$ cat src/rtl/mem_ctrl_pkg.sv
// Shared types for the memory access controller: FSM states, access size
// encodings, response exception codes and the byte-lane helper functions.
package mem_ctrl_pkg;

    typedef enum logic [1:0] {
        ST_IDLE   = 2'b00,
        ST_ACCESS = 2'b01,
        ST_RESP   = 2'b10
    } mem_state_t;

    localparam logic [1:0] SIZE_BYTE = 2'b00;
    localparam logic [1:0] SIZE_HALF = 2'b01;
    localparam logic [1:0] SIZE_WORD = 2'b10;
    localparam logic [1:0] SIZE_ILL  = 2'b11;

    localparam logic [1:0] EXC_NONE      = 2'b00;
    localparam logic [1:0] EXC_LOAD_MIS  = 2'b01;
    localparam logic [1:0] EXC_STORE_MIS = 2'b10;
    localparam logic [1:0] EXC_BUS_TO    = 2'b11;

    // The illegal size is folded into the misaligned case so it never reaches memory.
    function automatic logic is_misaligned(input logic [1:0] size, input logic [1:0] off);
        case (size)
            SIZE_BYTE: return 1'b0;
            SIZE_HALF: return off[0];
            SIZE_WORD: return (off != 2'b00);
            default:   return 1'b1;
        endcase
    endfunction

    function automatic logic [3:0] byte_enables(input logic [1:0] size, input logic [1:0] off);
        case (size)
            SIZE_BYTE: return 4'b0001 << off;
            SIZE_HALF: return off[1] ? 4'b1100 : 4'b0011;
            SIZE_WORD: return 4'b1111;
            default:   return 4'b0000;
        endcase
    endfunction

    // Store data is replicated across all lanes so mem_be alone selects the bytes.
    function automatic logic [31:0] lane_data(input logic [1:0] size, input logic [31:0] wdata);
        case (size)
            SIZE_BYTE: return {4{wdata[7:0]}};
            SIZE_HALF: return {2{wdata[15:0]}};
            default:   return wdata;
        endcase
    endfunction

endpackage

$ cat src/rtl/mem_access_ctrl_if.sv
// Bundle of the MEM-stage request/response signals and the memory bus.
// Handshake: a request transfers in any cycle where req_valid and req_ready
// are both high; rsp_valid is a single-cycle pulse with no back-pressure;
// on the memory side mem_en stays high with stable address/data until a
// cycle in which mem_ack is high, which completes the access.
interface mem_access_ctrl_if;
    logic        req_valid;
    logic        req_we;
    logic [1:0]  req_size;
    logic        req_sign;
    logic [31:0] req_addr;
    logic [31:0] req_wdata;
    logic        req_ready;
    logic        stall;
    logic        rsp_valid;
    logic [31:0] rsp_rdata;
    logic [1:0]  rsp_exc;
    logic        mem_en;
    logic        mem_we;
    logic [3:0]  mem_be;
    logic [31:0] mem_addr;
    logic [31:0] mem_wdata;
    logic [31:0] mem_rdata;
    logic        mem_ack;

    // Controller side.
    modport slave (
        input  req_valid, req_we, req_size, req_sign, req_addr, req_wdata,
        input  mem_rdata, mem_ack,
        output req_ready, stall, rsp_valid, rsp_rdata, rsp_exc,
        output mem_en, mem_we, mem_be, mem_addr, mem_wdata
    );

    // Pipeline and memory side.
    modport master (
        output req_valid, req_we, req_size, req_sign, req_addr, req_wdata,
        output mem_rdata, mem_ack,
        input  req_ready, stall, rsp_valid, rsp_rdata, rsp_exc,
        input  mem_en, mem_we, mem_be, mem_addr, mem_wdata
    );
endinterface

$ cat src/rtl/mem_access_ctrl_load_align.sv
// Moves the addressed byte/half of a read word down to bit 0 and extends it.
module load_align
    import mem_ctrl_pkg::*;
(
    input  logic [31:0] word,
    input  logic [1:0]  offset,
    input  logic [1:0]  size,
    input  logic        sign,
    output logic [31:0] data
);

    logic [31:0] shifted;

    assign shifted = word >> {offset, 3'b000};

    // Sign or zero extension from the top bit of the accessed quantity.
    always_comb begin
        data = shifted;
        case (size)
            SIZE_BYTE: data = {{24{sign & shifted[7]}}, shifted[7:0]};
            SIZE_HALF: data = {{16{sign & shifted[15]}}, shifted[15:0]};
            default:   data = shifted;
        endcase
    end

endmodule

$ cat src/rtl/mem_access_ctrl.sv
// Load/store unit front end: accepts one MEM-stage request at a time, runs
// it on the memory bus with a timeout, and returns aligned load data or an
// exception code in a one-cycle response.
module mem_access_ctrl
    import mem_ctrl_pkg::*;
#(
    parameter int TIMEOUT = 255
) (
    input  logic       clk,
    input  logic       reset_n,
    mem_access_ctrl_if.slave bus,
    output mem_state_t state_dbg
);

    localparam int CW = (TIMEOUT > 1) ? $clog2(TIMEOUT) : 1;
    localparam logic [CW-1:0] CNT_LAST = CW'(TIMEOUT - 1);

    mem_state_t  state_q, state_d;
    logic [CW-1:0] cnt_q;
    logic        we_q;
    logic [1:0]  size_q;
    logic        sign_q;
    logic [31:0] addr_q;
    logic [31:0] wdata_q;
    logic [31:0] rdata_q;
    logic [1:0]  exc_q;

    logic        req_mis;
    logic        accept;
    logic        reject;
    logic        done;
    logic        timeout;
    logic        in_idle;
    logic        in_access;
    logic        in_resp;
    logic [31:0] load_data;

    assign req_mis   = is_misaligned(bus.req_size, bus.req_addr[1:0]);
    assign in_idle   = (state_q == ST_IDLE);
    assign in_access = (state_q == ST_ACCESS);
    assign in_resp   = (state_q == ST_RESP);

    load_align u_load_align (
        .word   (bus.mem_rdata),
        .offset (addr_q[1:0]),
        .size   (size_q),
        .sign   (sign_q),
        .data   (load_data)
    );

    // FSM state register.
    always_ff @(posedge clk or negedge reset_n) begin
        if (!reset_n) state_q <= ST_IDLE;
        else          state_q <= state_d;
    end

    // Next state; an ack in the timeout cycle still completes normally.
    always_comb begin
        state_d = state_q;
        accept  = 1'b0;
        reject  = 1'b0;
        done    = 1'b0;
        timeout = 1'b0;
        case (state_q)
            ST_IDLE: begin
                if (bus.req_valid) begin
                    if (req_mis) begin
                        reject  = 1'b1;
                        state_d = ST_RESP;
                    end else begin
                        accept  = 1'b1;
                        state_d = ST_ACCESS;
                    end
                end
            end
            ST_ACCESS: begin
                if (bus.mem_ack) begin
                    done    = 1'b1;
                    state_d = ST_RESP;
                end else if (cnt_q == CNT_LAST) begin
                    timeout = 1'b1;
                    state_d = ST_RESP;
                end
            end
            ST_RESP: state_d = ST_IDLE;
            default: state_d = ST_IDLE;
        endcase
    end

    // Request latch, access cycle counter and response registers.
    always_ff @(posedge clk or negedge reset_n) begin
        if (!reset_n) begin
            cnt_q   <= '0;
            we_q    <= 1'b0;
            size_q  <= SIZE_BYTE;
            sign_q  <= 1'b0;
            addr_q  <= '0;
            wdata_q <= '0;
            rdata_q <= '0;
            exc_q   <= EXC_NONE;
        end else begin
            if (accept) begin
                cnt_q   <= '0;
                we_q    <= bus.req_we;
                size_q  <= bus.req_size;
                sign_q  <= bus.req_sign;
                addr_q  <= bus.req_addr;
                wdata_q <= bus.req_wdata;
            end else if (in_access && !done && !timeout) begin
                cnt_q <= cnt_q + 1'b1;
            end
            if (reject) begin
                rdata_q <= '0;
                exc_q   <= bus.req_we ? EXC_STORE_MIS : EXC_LOAD_MIS;
            end else if (done) begin
                rdata_q <= we_q ? 32'h0 : load_data;
                exc_q   <= EXC_NONE;
            end else if (timeout) begin
                rdata_q <= '0;
                exc_q   <= EXC_BUS_TO;
            end
        end
    end

    assign bus.req_ready = in_idle;
    assign bus.stall     = reset_n & (in_access | (in_idle & bus.req_valid & ~req_mis));
    assign bus.rsp_valid = in_resp;
    assign bus.rsp_rdata = in_resp ? rdata_q : 32'h0;
    assign bus.rsp_exc   = in_resp ? exc_q : EXC_NONE;
    assign bus.mem_en    = in_access;
    assign bus.mem_we    = in_access & we_q;
    assign bus.mem_be    = in_access ? byte_enables(size_q, addr_q[1:0]) : 4'b0000;
    assign bus.mem_addr  = in_access ? {addr_q[31:2], 2'b00} : 32'h0;
    assign bus.mem_wdata = in_access ? lane_data(size_q, wdata_q) : 32'h0;
    assign state_dbg     = state_q;

endmodule
$ cat src/flat_wrapper.sv
// flat-port wrapper written by rule: the top's interface ports become plain ports
module mem_access_ctrl_flat import mem_ctrl_pkg::*;
#(
    parameter int TIMEOUT = 255
)
  (clk, reset_n, state_dbg, bus_req_valid, bus_req_we, bus_req_size, bus_req_sign, bus_req_addr, bus_req_wdata, bus_mem_rdata, bus_mem_ack, bus_req_ready, bus_stall, bus_rsp_valid, bus_rsp_rdata, bus_rsp_exc, bus_mem_en, bus_mem_we, bus_mem_be, bus_mem_addr, bus_mem_wdata);
  mem_access_ctrl_if bus_i ();
  input  logic clk;
  input  logic reset_n;
  output mem_state_t state_dbg;
  input wire logic [$bits(bus_i.req_valid)-1:0] bus_req_valid;
  input wire logic [$bits(bus_i.req_we)-1:0] bus_req_we;
  input wire logic [$bits(bus_i.req_size)-1:0] bus_req_size;
  input wire logic [$bits(bus_i.req_sign)-1:0] bus_req_sign;
  input wire logic [$bits(bus_i.req_addr)-1:0] bus_req_addr;
  input wire logic [$bits(bus_i.req_wdata)-1:0] bus_req_wdata;
  input wire logic [$bits(bus_i.mem_rdata)-1:0] bus_mem_rdata;
  input wire logic [$bits(bus_i.mem_ack)-1:0] bus_mem_ack;
  output wire logic [$bits(bus_i.req_ready)-1:0] bus_req_ready;
  output wire logic [$bits(bus_i.stall)-1:0] bus_stall;
  output wire logic [$bits(bus_i.rsp_valid)-1:0] bus_rsp_valid;
  output wire logic [$bits(bus_i.rsp_rdata)-1:0] bus_rsp_rdata;
  output wire logic [$bits(bus_i.rsp_exc)-1:0] bus_rsp_exc;
  output wire logic [$bits(bus_i.mem_en)-1:0] bus_mem_en;
  output wire logic [$bits(bus_i.mem_we)-1:0] bus_mem_we;
  output wire logic [$bits(bus_i.mem_be)-1:0] bus_mem_be;
  output wire logic [$bits(bus_i.mem_addr)-1:0] bus_mem_addr;
  output wire logic [$bits(bus_i.mem_wdata)-1:0] bus_mem_wdata;
  assign bus_i.req_valid = bus_req_valid;
  assign bus_i.req_we = bus_req_we;
  assign bus_i.req_size = bus_req_size;
  assign bus_i.req_sign = bus_req_sign;
  assign bus_i.req_addr = bus_req_addr;
  assign bus_i.req_wdata = bus_req_wdata;
  assign bus_i.mem_rdata = bus_mem_rdata;
  assign bus_i.mem_ack = bus_mem_ack;
  assign bus_req_ready = bus_i.req_ready;
  assign bus_stall = bus_i.stall;
  assign bus_rsp_valid = bus_i.rsp_valid;
  assign bus_rsp_rdata = bus_i.rsp_rdata;
  assign bus_rsp_exc = bus_i.rsp_exc;
  assign bus_mem_en = bus_i.mem_en;
  assign bus_mem_we = bus_i.mem_we;
  assign bus_mem_be = bus_i.mem_be;
  assign bus_mem_addr = bus_i.mem_addr;
  assign bus_mem_wdata = bus_i.mem_wdata;
  mem_access_ctrl #(.TIMEOUT(TIMEOUT)) u_core (.clk(clk), .reset_n(reset_n), .bus(bus_i), .state_dbg(state_dbg));
endmodule
$ cat config.mk
export PLATFORM = sky130hd
export DESIGN_NAME = mem_access_ctrl_flat
export DESIGN_NICKNAME = d
export VERILOG_FILES = /design/src/rtl/mem_ctrl_pkg.sv /design/src/rtl/mem_access_ctrl_if.sv /design/src/rtl/mem_access_ctrl_load_align.sv /design/src/rtl/mem_access_ctrl.sv /design/src/flat_wrapper.sv
export SDC_FILE = /design/constraint.sdc
export NUM_CORES = 1
export LEC_CHECK = 0
export BUFFER_PORTS_ARGS = -buffer_cell sky130_fd_sc_hd__buf_2
export CELL_PAD_IN_SITES_DETAIL_PLACEMENT = 1
export CELL_PAD_IN_SITES_GLOBAL_PLACEMENT = 2
export CORE_MARGIN = 4
export CORE_UTILIZATION = 26
export CTS_CLUSTER_DIAMETER = 120
export CTS_CLUSTER_SIZE = 14
export DETAILED_ROUTE_END_ITERATION = 7
export GPL_TIMING_DRIVEN = 0
export PLACE_DENSITY_LB_ADDON = 0.1
export SETUP_SLACK_MARGIN = 0.5
export SLEW_MARGIN = 20
export SYNTH_ARGS = -nofsm -noshare
export SYNTH_HDL_FRONTEND = slang
export SYNTH_SLANG_ARGS = --single-unit
$ cat constraint.sdc
create_clock -name clk -period 1.9 [get_ports clk]
set_input_delay 0.38 -clock clk [delete_from_list [all_inputs] [get_ports clk]]
set_output_delay 0.38 -clock clk [all_outputs]
set_load 0.005 [all_outputs]
# After elaboration in Yosys (flattened, before gate mapping)
# Cells that the tools add are included.
[word_totals]
in_bits = 104
reg_bits = 112
[op_classes]
mux = 36
reduce_logical = 11
bitwise = 8
shift = 2
addsub = 1
eq_ne = 9
[ops]
columns = ["op", "count"]
rows = [
  ["2-to-1 mux 32 bit", 7],
  ["case mux 32 bit (2 select lines)", 2],
  ["right shift 32 x 5 -> 32 bit", 1],
  ["2-to-1 mux 2 bit", 9],
  ["2-to-1 mux 8 bit", 2],
  ["case mux 4 bit (3 select lines)", 1],
  ["2-to-1 mux 1 bit", 11],
  ["adder 8 x 1 -> 8 bit (second input constant)", 1],
  ["== test 8 bit (second input constant)", 1],
  ["2-to-1 mux 4 bit", 2],
  ["AND 1 bit", 6],
  ["== test 2 x 1 -> 1 bit (second input constant)", 3],
  ["== test 2 bit (second input constant)", 3],
  ["zero test 2 bit", 3],
  ["case mux 2 bit (2 select lines)", 1],
  ["nonzero test 2 bit", 2],
  ["<< shifter 1 x 2 -> 4 bit (first input constant)", 1],
  ["!= test 3 bit (second input constant)", 1],
  ["case mux 1 bit (3 select lines)", 1],
  ["nonzero test 3 bit", 1],
  ["logical AND 1 bit", 2],
  ["zero test 1 bit", 2],
  ["!= test 2 bit (second input constant)", 1],
  ["AND reduction 2 bit", 1],
  ["other kinds (2)", 2],
]

# Longest topological paths before layout
# Gate-level depths: netlist of run 1.
[depth]
depth_word = 8
ltp_mapped = 8
ltp_nobuf = 6

# Modules after synthesis
# A second synthesis of run 1 with hierarchy kept.
[hier_totals]
cells_unflattened = 570
hier_area_um2 = 6170.9
[modules_own_cells]
columns = ["mod", "n_inst", "cells_per_inst", "area_each_um2"]
rows = [
  ["mem_access_ctrl", 1, 464, 5362.6],
  ["load_align", 1, 106, 808.3],
]

# Worst setup path before layout of run 1
# OpenSTA, ideal clock, no wires.
[synth_timing]
path_type = "reg-to-reg"
startpoint = "reg u_core.cnt_q[0]"
endpoint = "reg u_core.cnt_q[6]"
setup_time_ps = 78
n_path_buf = 1
arrival_ps = 1715
path_stages_with_launch = 8
required_time_ps = 1822
setup_slack_ps = 107
cell_sequence = "dfrtp_1 > inv_1 > ha_1 > and3_1 > a211o_1 > clkbuf_1 > or3_1 > a21oi_1"
[synth_via]
elab_chain_cells = 7
word_cells_on_any_way = 10
[synth_lines]
columns = ["element", "line_no", "rtl"]
rows = [
  ["start: declaration", "mem_access_ctrl.sv:19", "logic [CW-1:0] cnt_q;"],
  ["start signal: assignment", "mem_access_ctrl.sv:110", "cnt_q <= cnt_q + 1'b1;"],
  ["== test 8 bit", "mem_access_ctrl.sv:80", "end else if (cnt_q == CNT_LAST) begin"],
  ["2-to-1 mux 1 bit", "mem_access_ctrl.sv:80", ""],
  ["2-to-1 mux 1 bit", "mem_access_ctrl.sv:77", "if (bus.mem_ack) begin"],
  ["2-to-1 mux 1 bit", "mem_access_ctrl.sv:64", "case (state_q)"],
  ["zero test 1 bit", "mem_access_ctrl.sv:109", "end else if (in_access && !done && !timeout) begin"],
  ["logical AND 1 bit", "mem_access_ctrl.sv:109", ""],
  ["nonzero test 2 bit (no source line)", "n/a", ""],
]
# Parallel ways exist; a longest one is shown, timed or not. The select of a mux whose other input is x is not followed.
# A chain may end at the register's enable or synchronous reset.

# Final worst setup path of run 1
[layout_timing]
startpoint = "reg u_core.state_q[0] (netlist: u_core.state_dbg[0])"
endpoint = "out bus_mem_wdata[5]"
[layout_via]
elab_chain_cells = 2
[layout_lines]
columns = ["element", "line_no", "rtl"]
rows = [
  ["start: declaration", "mem_access_ctrl.sv:18", "mem_state_t state_q, state_d;"],
  ["start signal: assignment", "mem_access_ctrl.sv:54", "else state_q <= state_d;"],
  ["== test 2 x 1 -> 1 bit", "mem_access_ctrl.sv:40", "assign in_access = (state_q == ST_ACCESS);"],
  ["2-to-1 mux 32 bit", "mem_access_ctrl.sv:134", "assign bus.mem_wdata = in_access ? lane_data(size_q, wdata_q) : 32'h0;"],
  ["end: declaration", "flat_wrapper.sv:28", "output wire logic [$bits(bus_i.mem_wdata)-1:0] bus_mem_wdata;"],
]
# Every way passes these cells.

==> reports/summary.txt, run 1 <==
status -> complete, but fails checks
failing checks -> setup timing
Worst Setup Path Type -> register to output pin
sequential fraction of the synthesis area -> 47.4%
top-count cell post-synth -> nand2_1
maximum buffer depth of the clock tree -> 2
Yosys top cell by area -> dfrtp_1
Vias/cell -> 4.84
CTS tree -> built
CP Cell Sequence -> nand2b_4 -> buf_12 -> inv_8 -> buf_12 -> clkbuf_16 -> and2_4 -> buf_6
post-place setup slack -> -0.312 ns
nets -> 1096
n_diodes -> 0
CP Capture Type -> output pin
Final GP Congestion -> 0.782
first-pass iteration count of the detailed router -> 4
Post-route DRC -> 0
Core Util, Final -> 49.9%
Post-Syn Area -> 5910 sq um
Post-synth EDFFs -> 0
critical path's slowest cell -> dfrtp_2
top-area cell type share of the netlist area -> 47.4%
Synth area leaders -> dfrtp_1 (47%), nand2_1 (14%), and2_1 (7.7%)
post-route ant nets -> 0
first-pass GRT wire length -> 39800 um
initial DRC count -> 196
io pins -> 213
Top delay family on crit path -> buffers and inverters
Cell Pwr Density -> 1060 nW/um^2
initial antenna violation count -> 1
clk_skew -> 0.00755 ns
largest net degree at the start of global routing -> 67
Routed WL -> 26100 um
asr flop ratio synth -> 100%
CORE AREA -> 22100 sq um
Die Area -> 25200 sq um
synth unique cells -> 49
Top cell by count, worst path -> buf_12
maximum vdd drop -> 0.000492 V
crit path time final -> 2.08 ns
port bufs -> 209
Worst setup SP type -> register
synthesized area per cell -> 8.74 sq um
Pins Over Slew Limit -> 0
RSZ-0062 raised after global routing -> yes
Post-DP HPWL -> 17300 um
#FFs+latches synth -> 112
Slew headroom -> 53.9%
critical path depth -> 7
die width -> 159 um
worst-skew pair later-pin latency -> 0.36 ns
cell row count -> 54
CP Buf/Inv Count -> 5
Post-synth top cells -> nand2_1 (225), dfrtp_1 (112), and2_1 (73)
Critical Path RT -> 1.52 ns
Leak Pwr -> 5.52 nW
Total Power -> 0.0117 W
Slew @ Worst Pin -> 0.691 ns
crit path DAT -> 1.70 ns
maximum fanout along the worst path -> 7
gr usage total -> 19.9%
wire length per cell -> 20.5 um
YS warnings -> 0
initial core utilization -> 26.8%
CTS sink cnt -> 112
Syn-to-layout area delta -> 86.6%
clock slew seen by the registers of the worst setup and hold paths -> 0.08 ns
Die H -> 159 um
Max Clk Rate -> 481 MHz
most common flop cell mapped by yosys -> dfrtp_1
via count -> 6165
Syn Inst Count -> 676
share of cells above drive strength 1 -> 63.7%
MaxCap Viol Count -> 0
Final Hold Viols -> 0
delay of the slowest critical-path stage -> 0.48 ns
CTS H-Tree Depth -> 3
setup ws final -> -0.177 ns
vias in the first global route -> 6875
global route total overflow -> 0
Root Buffer -> clkbuf_16
Min-Delay Path Class -> input pin to async pin
reg2reg path depth -> 8
total clock buffers created by CTS -> 9
final setup vio count -> 131
Tcrit/Tclk final -> 109%
-- cell type report --
cell class	instances	area (sq um)
Sequential cell	112	2810
Buffer	50	701
Clock inverter	6	41.3
Multi-Input combinational cell	504	4080
Tap cell	280	350
Inverter	11	55.1
Timing Repair Buffer	302	2760
Clock buffer	10	239
Fill cell	2421	11100
-- state kept, by name (all words and copies together) (netlist names) --
register	count
u_core.rdata_q	32
u_core.state_dbg	2
u_core.sign_q	1
u_core.addr_q	32
u_core.we_q	1
u_core.wdata_q	32
u_core.cnt_q	8
u_core.size_q	2
u_core.exc_q	2
-- stage by stage --
stage | TNS, ns | cell area, sq um | instances | hold WS [ns]
floorplan | 0 | 6230 | 677 | 0.0844
global placement | -135.53 | 7630 | 1166 | 0.450
global route | -22.01 | 11000 | 1275 | 0.0742
detailed placement | -11.36 | 7660 | 1167 | 0.451
CTS | -17.46 | 9860 | 1255 | 0.0582
finish | -13.96 | 11000 | 1275 | 0.0208
-- what timing repair did --
action	in CTS	in global routing
hold endpoints to repair	0	0
resized for setup	267	243
endpoints found under the setup margin	218	219
hold buffers	0	0
gates cloned	24	2
setup buffers	48	18
pin swaps	90	78
-- placed cells by master, fill, tap and decap left out, types with 20 or more instances in the layout --
cell type and count:
and2_4 60, buf_2 149, buf_4 27, buf_6 100, buf_8 23, clkbuf_16 20, dfrtp_1 109, nand2_1 120
nand2_2 65, nand2_4 40
-- final timing paths --
path	end	from	slack, ns
setup / recovery	bus_mem_wdata[5]	u_core.state_dbg[0]	-0.18
hold / removal	u_core.addr_q[29]	reset_n	0.02
setup reg to reg	u_core.rdata_q[30]	u_core.state_dbg[1]	-0.17
hold reg to reg	u_core.addr_q[12]	u_core.addr_q[12]	0.48
max in group asynchronous	u_core.wdata_q[15]	reset_n	1.15
min in group clk	u_core.addr_q[12]	bus_req_addr[12]	0.21
-- kinds of logic after synthesis --
family	count (synthesis)	share of synthesized area [%]
AOI/OAI and AO/OA	107	13.2
xor gates and xnor gates	1	0.148
adders and majority gates	2	0.423
buffers and inverters	61	4.72
DFF	112	47.4
muxes	40	7.18
other	1	0.0634
and+or+nand+nor	352	26.9
-- per-layer routing --
metal | up-vias | share of wire, % | GRT usage, % | wire (um)
met4 | 2 | 1.4 | 5.05 | 374
met2 | 160 | 52 | 35.9 | 13600
met5 | - | 0.077 | 0 | 20
li1 | 2878 | - | - | -
met1 | 3100 | 42 | 24.7 | 11000
met3 | 25 | 4.1 | 3.60 | 1080
-- power breakdown --
part / internal [W] / switching (W) / total [W] / leakage (nW)
combinational: 0.00317 / 0.00283 / 0.00599 / 3.94
clock: 0.000935 / 0.000970 / 0.00190 / 0.143
sequential: 0.00310 / 0.000655 / 0.00376 / 1.44
total: 0.00720 / 0.00445 / 0.0117 / 5.52
No activity file was read; power rests on OpenSTA's default activity.
==> run 2: changes to the inputs <==
Settings changed: BUFFER_PORTS_ARGS -buffer_cell sky130_fd_sc_hd__buf_2 to not set, CORE_UTILIZATION 26 to 33, DONT_BUFFER_PORTS set to 1, SETUP_SLACK_MARGIN 0.5 to 0.1.
==> reports/summary.txt, run 2 (synthesized netlist as in run 1, its figures left out) <==
clk_skew -> 0.00510 ns (-0.00245 ns)
P_int -> 0.00624 W (-13%)
Post-route DRC -> 0 (unchanged)
CTS H-Tree Depth -> 3 (unchanged)
Register-to-Register Setup Slack -> -0.09 ns (+0.08 ns)
setup ws final -> -0.120 ns (+0.0569 ns)
Flop pwr share -> 37.0% (+4.8 points)
Die Area -> 20100 sq um (-20%)
RR Endpoint -> u_core.rdata_q[29]
Slew @ Worst Pin -> 0.795 ns (+0.104 ns)
MaxCap Viol Count -> 0 (unchanged)
vias in the first global route -> 5628 (-18%)
io pins -> 213 (unchanged)
initial DRC count -> 273 (+39%)
CP Capture Type -> output pin
initial antenna violation count -> 0 (-1)
Syn-to-layout area delta -> 37.3%
GR met3 Demand/Resource -> 5.73% (+2.1 points)
final setup vio count -> 87 (-34%)
WHS -> -0.288 ns (-0.309 ns)
wire length per cell -> 22.2 um (+8.5%)
P_sw -> 0.00377 W (-15%)
share of cells above drive strength 1 -> 35.0% (-29 points)
Critical Path RT -> 1.52 ns (about the same)
global route total overflow -> 0 (unchanged)
Sw Ratio -> 37.6% (-0.57 points)
maximum vdd drop -> 0.000561 V (+14%)
Global Route met1 Usage -> 26.2% (+1.5 points)
n_diodes -> 0 (unchanged)
Slew headroom -> 46.6% (-7.4 points)
register area -> 2810 sq um (unchanged)
CORE AREA -> 17400 sq um (-21%)
die width -> 142 um (-11%)
Final GP Congestion -> 0.790 (+1.1%)
Post-DP HPWL -> 15000 um (-13%)
maximum buffer depth of the clock tree -> 2 (unchanged)
first-pass iteration count of the detailed router -> 4 (unchanged)
cell row count -> 48 (-11%)
largest net degree at the start of global routing -> 114 (+70%)
Root Buffer -> clkbuf_16
initial core utilization -> 33.9% (+7.2 points)
RSZ-0062 raised after global routing -> yes
Max Clk Rate -> 495 MHz (+2.8%)
via count -> 5081 (-18%)
biggest regs -> u_core.addr_q: 32 flops, u_core.rdata_q: 32 flops, u_core.wdata_q: 32 flops
port bufs -> 0 (-100%)
worst-skew pair later-pin latency -> 0.36 ns (about the same)
filler instances -> 1949 (-19%)
failing checks -> hold timing, setup timing
Vias/cell -> 5.27 (+8.9%)
gr usage total -> 20.9% (+1.0 points)
post-place setup slack -> -0.572 ns (-0.260 ns)
Worst setup SP type -> register
worst r2r src -> u_core.state_dbg[0]
Tcrit/Tclk final -> 106% (-3.0 points)
Final Hold Viols -> 112 (+112)
met2 usage -> 35.8% (-0.094 points)
Clk network pwr share -> 19.9% (+3.6 points)
combinational power share -> 43.1% (-8.3 points)
GRT busiest layer -> met2
nets -> 841 (-23%)
Die H -> 142 um (-11%)
Leak Pwr -> 3.74 nW (-32%)
CTS sink cnt -> 112 (unchanged)
reg2reg path depth -> 6 (-2)
Routed WL -> 21500 um (-18%)
first-pass GRT wire length -> 32700 um (-18%)
Pins Over Slew Limit -> 0 (unchanged)
total clock buffers created by CTS -> 9 (unchanged)
crit path time final -> 2.02 ns (-0.0569 ns)
maximum fanout along the worst path -> 6 (-1)
area of the multi-input gates -> 3510 sq um (-14%)
Cell Pwr Density -> 1230 nW/um^2 (+17%)
Min-Delay Path Class -> input pin to async pin
most frequent cells in the layout -> nand2_1 (217), dfrtp_1 (109), and2_4 (53)
clock slew seen by the registers of the worst setup and hold paths -> 0.07 ns (about the same)
commonest non-fill, non-tap cell in the layout -> nand2_1
post-route ant nets -> 0 (unchanged)
crit path DAT -> 1.64 ns (-0.06 ns)
CTS tree -> built
status -> complete, but fails checks
Worst Setup Path Type -> register to output pin
## run 2: cell types whose count changed in the layout (fill, tap and decap cells not counted), sizes merged
cell	delta
clkbuf	+3
inv	-2
bufinv	+1
buf	-256
bufbuf	-1
## run 2: worst max-delay path by stage
stage                   startpoint               to  slack [ns]  cells past startpoint
2_1_floorplan      u_core.cnt_q[0]  u_core.cnt_q[6]        0.11                      7
3_3_place_gp   u_core.state_dbg[0]        bus_stall       -0.51                      4
3_5_place_dp   u_core.state_dbg[0]        bus_stall       -0.57                      4
4_1_cts        u_core.state_dbg[1]       bus_mem_we       -0.15                      6
5_1_grt           u_core.addr_q[0]    bus_mem_be[2]       -0.20                      6
6_report       u_core.state_dbg[1]       bus_mem_we       -0.12                      6
## run 2: repair_timing
item / 4_1_cts / 5_1_grt
pin swaps: 42 / 43
resized for setup: 234 / 88
buffers inserted: 29 / 6
setup endpoints to repair: 213 / 206
hold endpoints to repair: 112 / 112
cloned: 9 / 5
## run 2: layer usage
| layer | part of all wire, % | wire length, um |
|---|---|---|
| met1 | 42 | 9090 |
| met2 | 50 | 10600 |
| met3 | 6.9 | 1470 |
| met4 | 1.2 | 263 |
| met5 | 0 | 0 |
## run 2: area by class of cell
| cell class | count | area share, % |
|---|---|---|
| timing repair buffer | 48 | 7.06 |
| clock inverter | 5 | 0.694 |
| inverter | 11 | 0.694 |
| buffer | 49 | 7.26 |
| sequential | 112 | 34.6 |
| multi-input combinational | 504 | 43.3 |
| clock buffer | 11 | 2.99 |
| tap | 225 | 3.47 |
## run 2: critical path, stage by stage (launching register included)
cell and delay (ns):
dfrtp_2 0.44, nand2b_4 0.16, buf_12 0.14, clkinv_8 0.06, buf_12 0.14, clkbuf_16 0.16, and2_4 0.16
## run 2: power groups by stage
stage | combinational, W | sequential, W | clock (W)
floorplan | 0.00204 | 0.00346 | 0
global placement | 0.00264 | 0.00362 | 0
detailed placement | 0.00271 | 0.00366 | 0
CTS | 0.00392 | 0.00365 | 0.00204
global route | 0.00470 | 0.00381 | 0.00212
finish | 0.00431 | 0.00371 | 0.00199
## run 2: stage by stage
stage                     instances  utilization [%]  TNS, ns  power, W  area [sq um]
after floorplan                 677                -        0   0.00550          5910
after global placement          902             35.6   -32.88   0.00626          6200
after detailed placement        902             35.6   -41.03   0.00637          6200
after CTS                       956             44.1    -9.18   0.00961          7680
after global routing            965             46.6   -13.28    0.0106          8120
final                           965             46.6    -6.00    0.0100          8120
==> run 3: changes to the inputs <==
Settings changed: PLACE_DENSITY_LB_ADDON 0.1 to 0.08.
==> reports/summary.txt, run 3 (synthesized netlist as in run 1, its figures left out) <==
status -> complete, but fails checks
failing checks -> hold timing, setup timing
maximum vdd drop -> 0.000529 V (-5.8%)
vias in the first global route -> 5608 (-0.36%)
final setup vio count -> 86 (-1.1%)
Register-to-Register Setup Slack -> -0.08 ns (about the same)
cell row count -> 48 (unchanged)
initial DRC count -> 250 (-8.4%)
CP Buf/Inv Count -> 4 (unchanged)
reg2reg path depth -> 6 (unchanged)
Post-DP HPWL -> 14900 um (-0.64%)
gr usage total -> 21.4% (+0.42 points)
critical path depth -> 6 (unchanged)
crit path time final -> 2.01 ns (-0.00679 ns)
crit path DAT -> 1.63 ns (about the same)
setup ws final -> -0.114 ns (+0.00679 ns)
Root Buffer -> clkbuf_16
CORE AREA -> 17400 sq um (unchanged)
Max Clk Rate -> 497 MHz (+0.34%)
worst r2r src -> u_core.state_dbg[0]
worst-skew pair later-pin latency -> 0.36 ns (about the same)
most frequent cells in the layout -> nand2_1 (218), dfrtp_1 (109), and2_4 (65)
biggest regs -> u_core.addr_q: 32 flops, u_core.rdata_q: 32 flops, u_core.wdata_q: 32 flops
io pins -> 213 (unchanged)
CTS tree -> built
Setup crit end -> bus_mem_addr[8]
Worst Setup Path Type -> register to output pin
global route total overflow -> 0 (unchanged)
Cell Pwr Density -> 1260 nW/um^2 (+2.5%)
delay of the slowest critical-path stage -> 0.47 ns (+0.03 ns)
n_diodes -> 0 (unchanged)
CP Cell Sequence -> nand2b_4 -> buf_6 -> inv_8 -> buf_12 -> clkbuf_8 -> and2_4
largest net degree at the start of global routing -> 114 (unchanged)
WHS -> -0.292 ns (-0.00397 ns)
Pins Over Slew Limit -> 0 (unchanged)
post-route ant nets -> 0 (unchanged)
total clock buffers created by CTS -> 9 (unchanged)
Routed WL -> 21700 um (+1.2%)
RSZ-0062 raised after global routing -> yes
Slew @ Worst Pin -> 0.742 ns (-0.0528 ns)
Vias/cell -> 5.28 (+0.24%)
clock slew seen by the registers of the worst setup and hold paths -> 0.08 ns (about the same)
commonest non-fill, non-tap cell in the layout -> nand2_1
CP Capture Type -> output pin
Syn-to-layout area delta -> 38.8%
Tcrit/Tclk final -> 106% (-0.36 points)
nets -> 844 (+0.36%)
Critical Path RT -> 1.52 ns (about the same)
wire length per cell -> 22.4 um (+0.85%)
die width -> 142 um (unchanged)
clk_skew -> 0.00639 ns (+0.00130 ns)
Min-Delay Path Class -> input pin to async pin
TNS Setup -> -6.00 ns (+0.00728 ns)
P_sw -> 0.00400 W (+6.2%)
Top delay family on crit path -> buffers and inverters
combinational power share -> 44.6% (+1.5 points)
Leak Pwr -> 3.75 nW (+0.29%)
Clk network pwr share -> 19.4% (-0.5 points)
first-pass iteration count of the detailed router -> 5 (+1)
via count -> 5109 (+0.55%)
first-pass GRT wire length -> 33000 um (+0.91%)
Flop pwr share -> 36.0% (-1.0 points)
final instance area -> 8210 sq um (+1.1%)
P_int -> 0.00637 W (+2.0%)
Worst Setup SP -> u_core.state_dbg[1]
Sw Ratio -> 38.6% (+0.95 points)
critical path's slowest cell -> dfrtp_2
MaxCap Viol Count -> 0 (unchanged)
initial core utilization -> 33.9% (unchanged)
RR Endpoint -> u_core.rdata_q[25]
share of cells above drive strength 1 -> 37.3% (+2.3 points)
maximum buffer depth of the clock tree -> 2 (unchanged)
CTS H-Tree Depth -> 3 (unchanged)
Final Hold Viols -> 112 (unchanged)
Worst setup SP type -> register
maximum fanout along the worst path -> 10 (+4)
port bufs -> 0 (unchanged)
Final GP Congestion -> 0.835 (+5.6%)
Die H -> 142 um (unchanged)
dpl cell area -> 6200 sq um (unchanged)
Post-route DRC -> 0 (unchanged)
Core Util, Final -> 47.1% (+0.51 points)
Die Area -> 20100 sq um (unchanged)
CTS sink cnt -> 112 (unchanged)
Slew headroom -> 50.1% (+3.5 points)
initial antenna violation count -> 0 (unchanged)
-- run 3: worst min path at each step --
stage,endpoint,from,depth (start not counted),slack (ns)
after floorplan,u_core.addr_q[0],reset_n,0,0.08
after global placement,u_core.addr_q[24],reset_n,0,0.09
after detailed placement,u_core.addr_q[24],reset_n,0,0.09
after CTS,u_core.addr_q[24],reset_n,0,-0.30
after global routing,u_core.addr_q[24],reset_n,0,-0.30
final,u_core.cnt_q[0],reset_n,0,-0.29
-- run 3: timing repair --
action | in CTS | in global routing
gates cloned | 11 | 2
buffers inserted | 33 | 6
pin swaps | 60 | 25
hold endpoints to repair | 112 | 112
endpoints found under the setup margin | 213 | 182
gates resized for setup | 267 | 73
-- run 3: worst register-to-register path, stage by stage, from the launching register on --
cell,delay [ns]
dfrtp_2,0.49
nor3b_4,0.32
buf_4,0.18
nor3b_4,0.28
a21oi_4,0.12
buf_6,0.16
a221o_1,0.32
-- run 3: power groups by stage --
stage	Sequential [W]	Clock [W]	Combinational, W
detailed placement	0.00365	0	0.00271
floorplan	0.00346	0	0.00204
finish	0.00374	0.00201	0.00462
CTS	0.00370	0.00205	0.00430
global route	0.00383	0.00214	0.00500
global placement	0.00362	0	0.00264
-- run 3: routing by layer --
| layer | global-route usage (%) | part of all wire [%] |
|---|---|---|
| met1 | 26.8 | 41 |
| met2 | 35.5 | 49 |
| met3 | 6.24 | 7.8 |
| met4 | 6.67 | 2.0 |
| met5 | 0 | 0 |
-- run 3: area by class of cell --
type	count	area, sq um
fill	1935	9210
multi-input combinational	505	3620
sequential	112	2810
timing repair buffer	49	574
buffer	50	566
tap	225	282
clock buffer	9	225
clock inverter	7	78.8
inverter	11	55.1
-- run 3: stage by stage --
| stage | setup slack (ns) | power [W] | instances |
|---|---|---|---|
| global placement | -0.517 | 0.00626 | 902 |
| finish | -0.114 | 0.0104 | 968 |
| global route | -0.177 | 0.0110 | 968 |
| floorplan | 0.107 | 0.00550 | 677 |
| CTS | -0.135 | 0.0100 | 961 |
| detailed placement | -0.549 | 0.00637 | 902 |
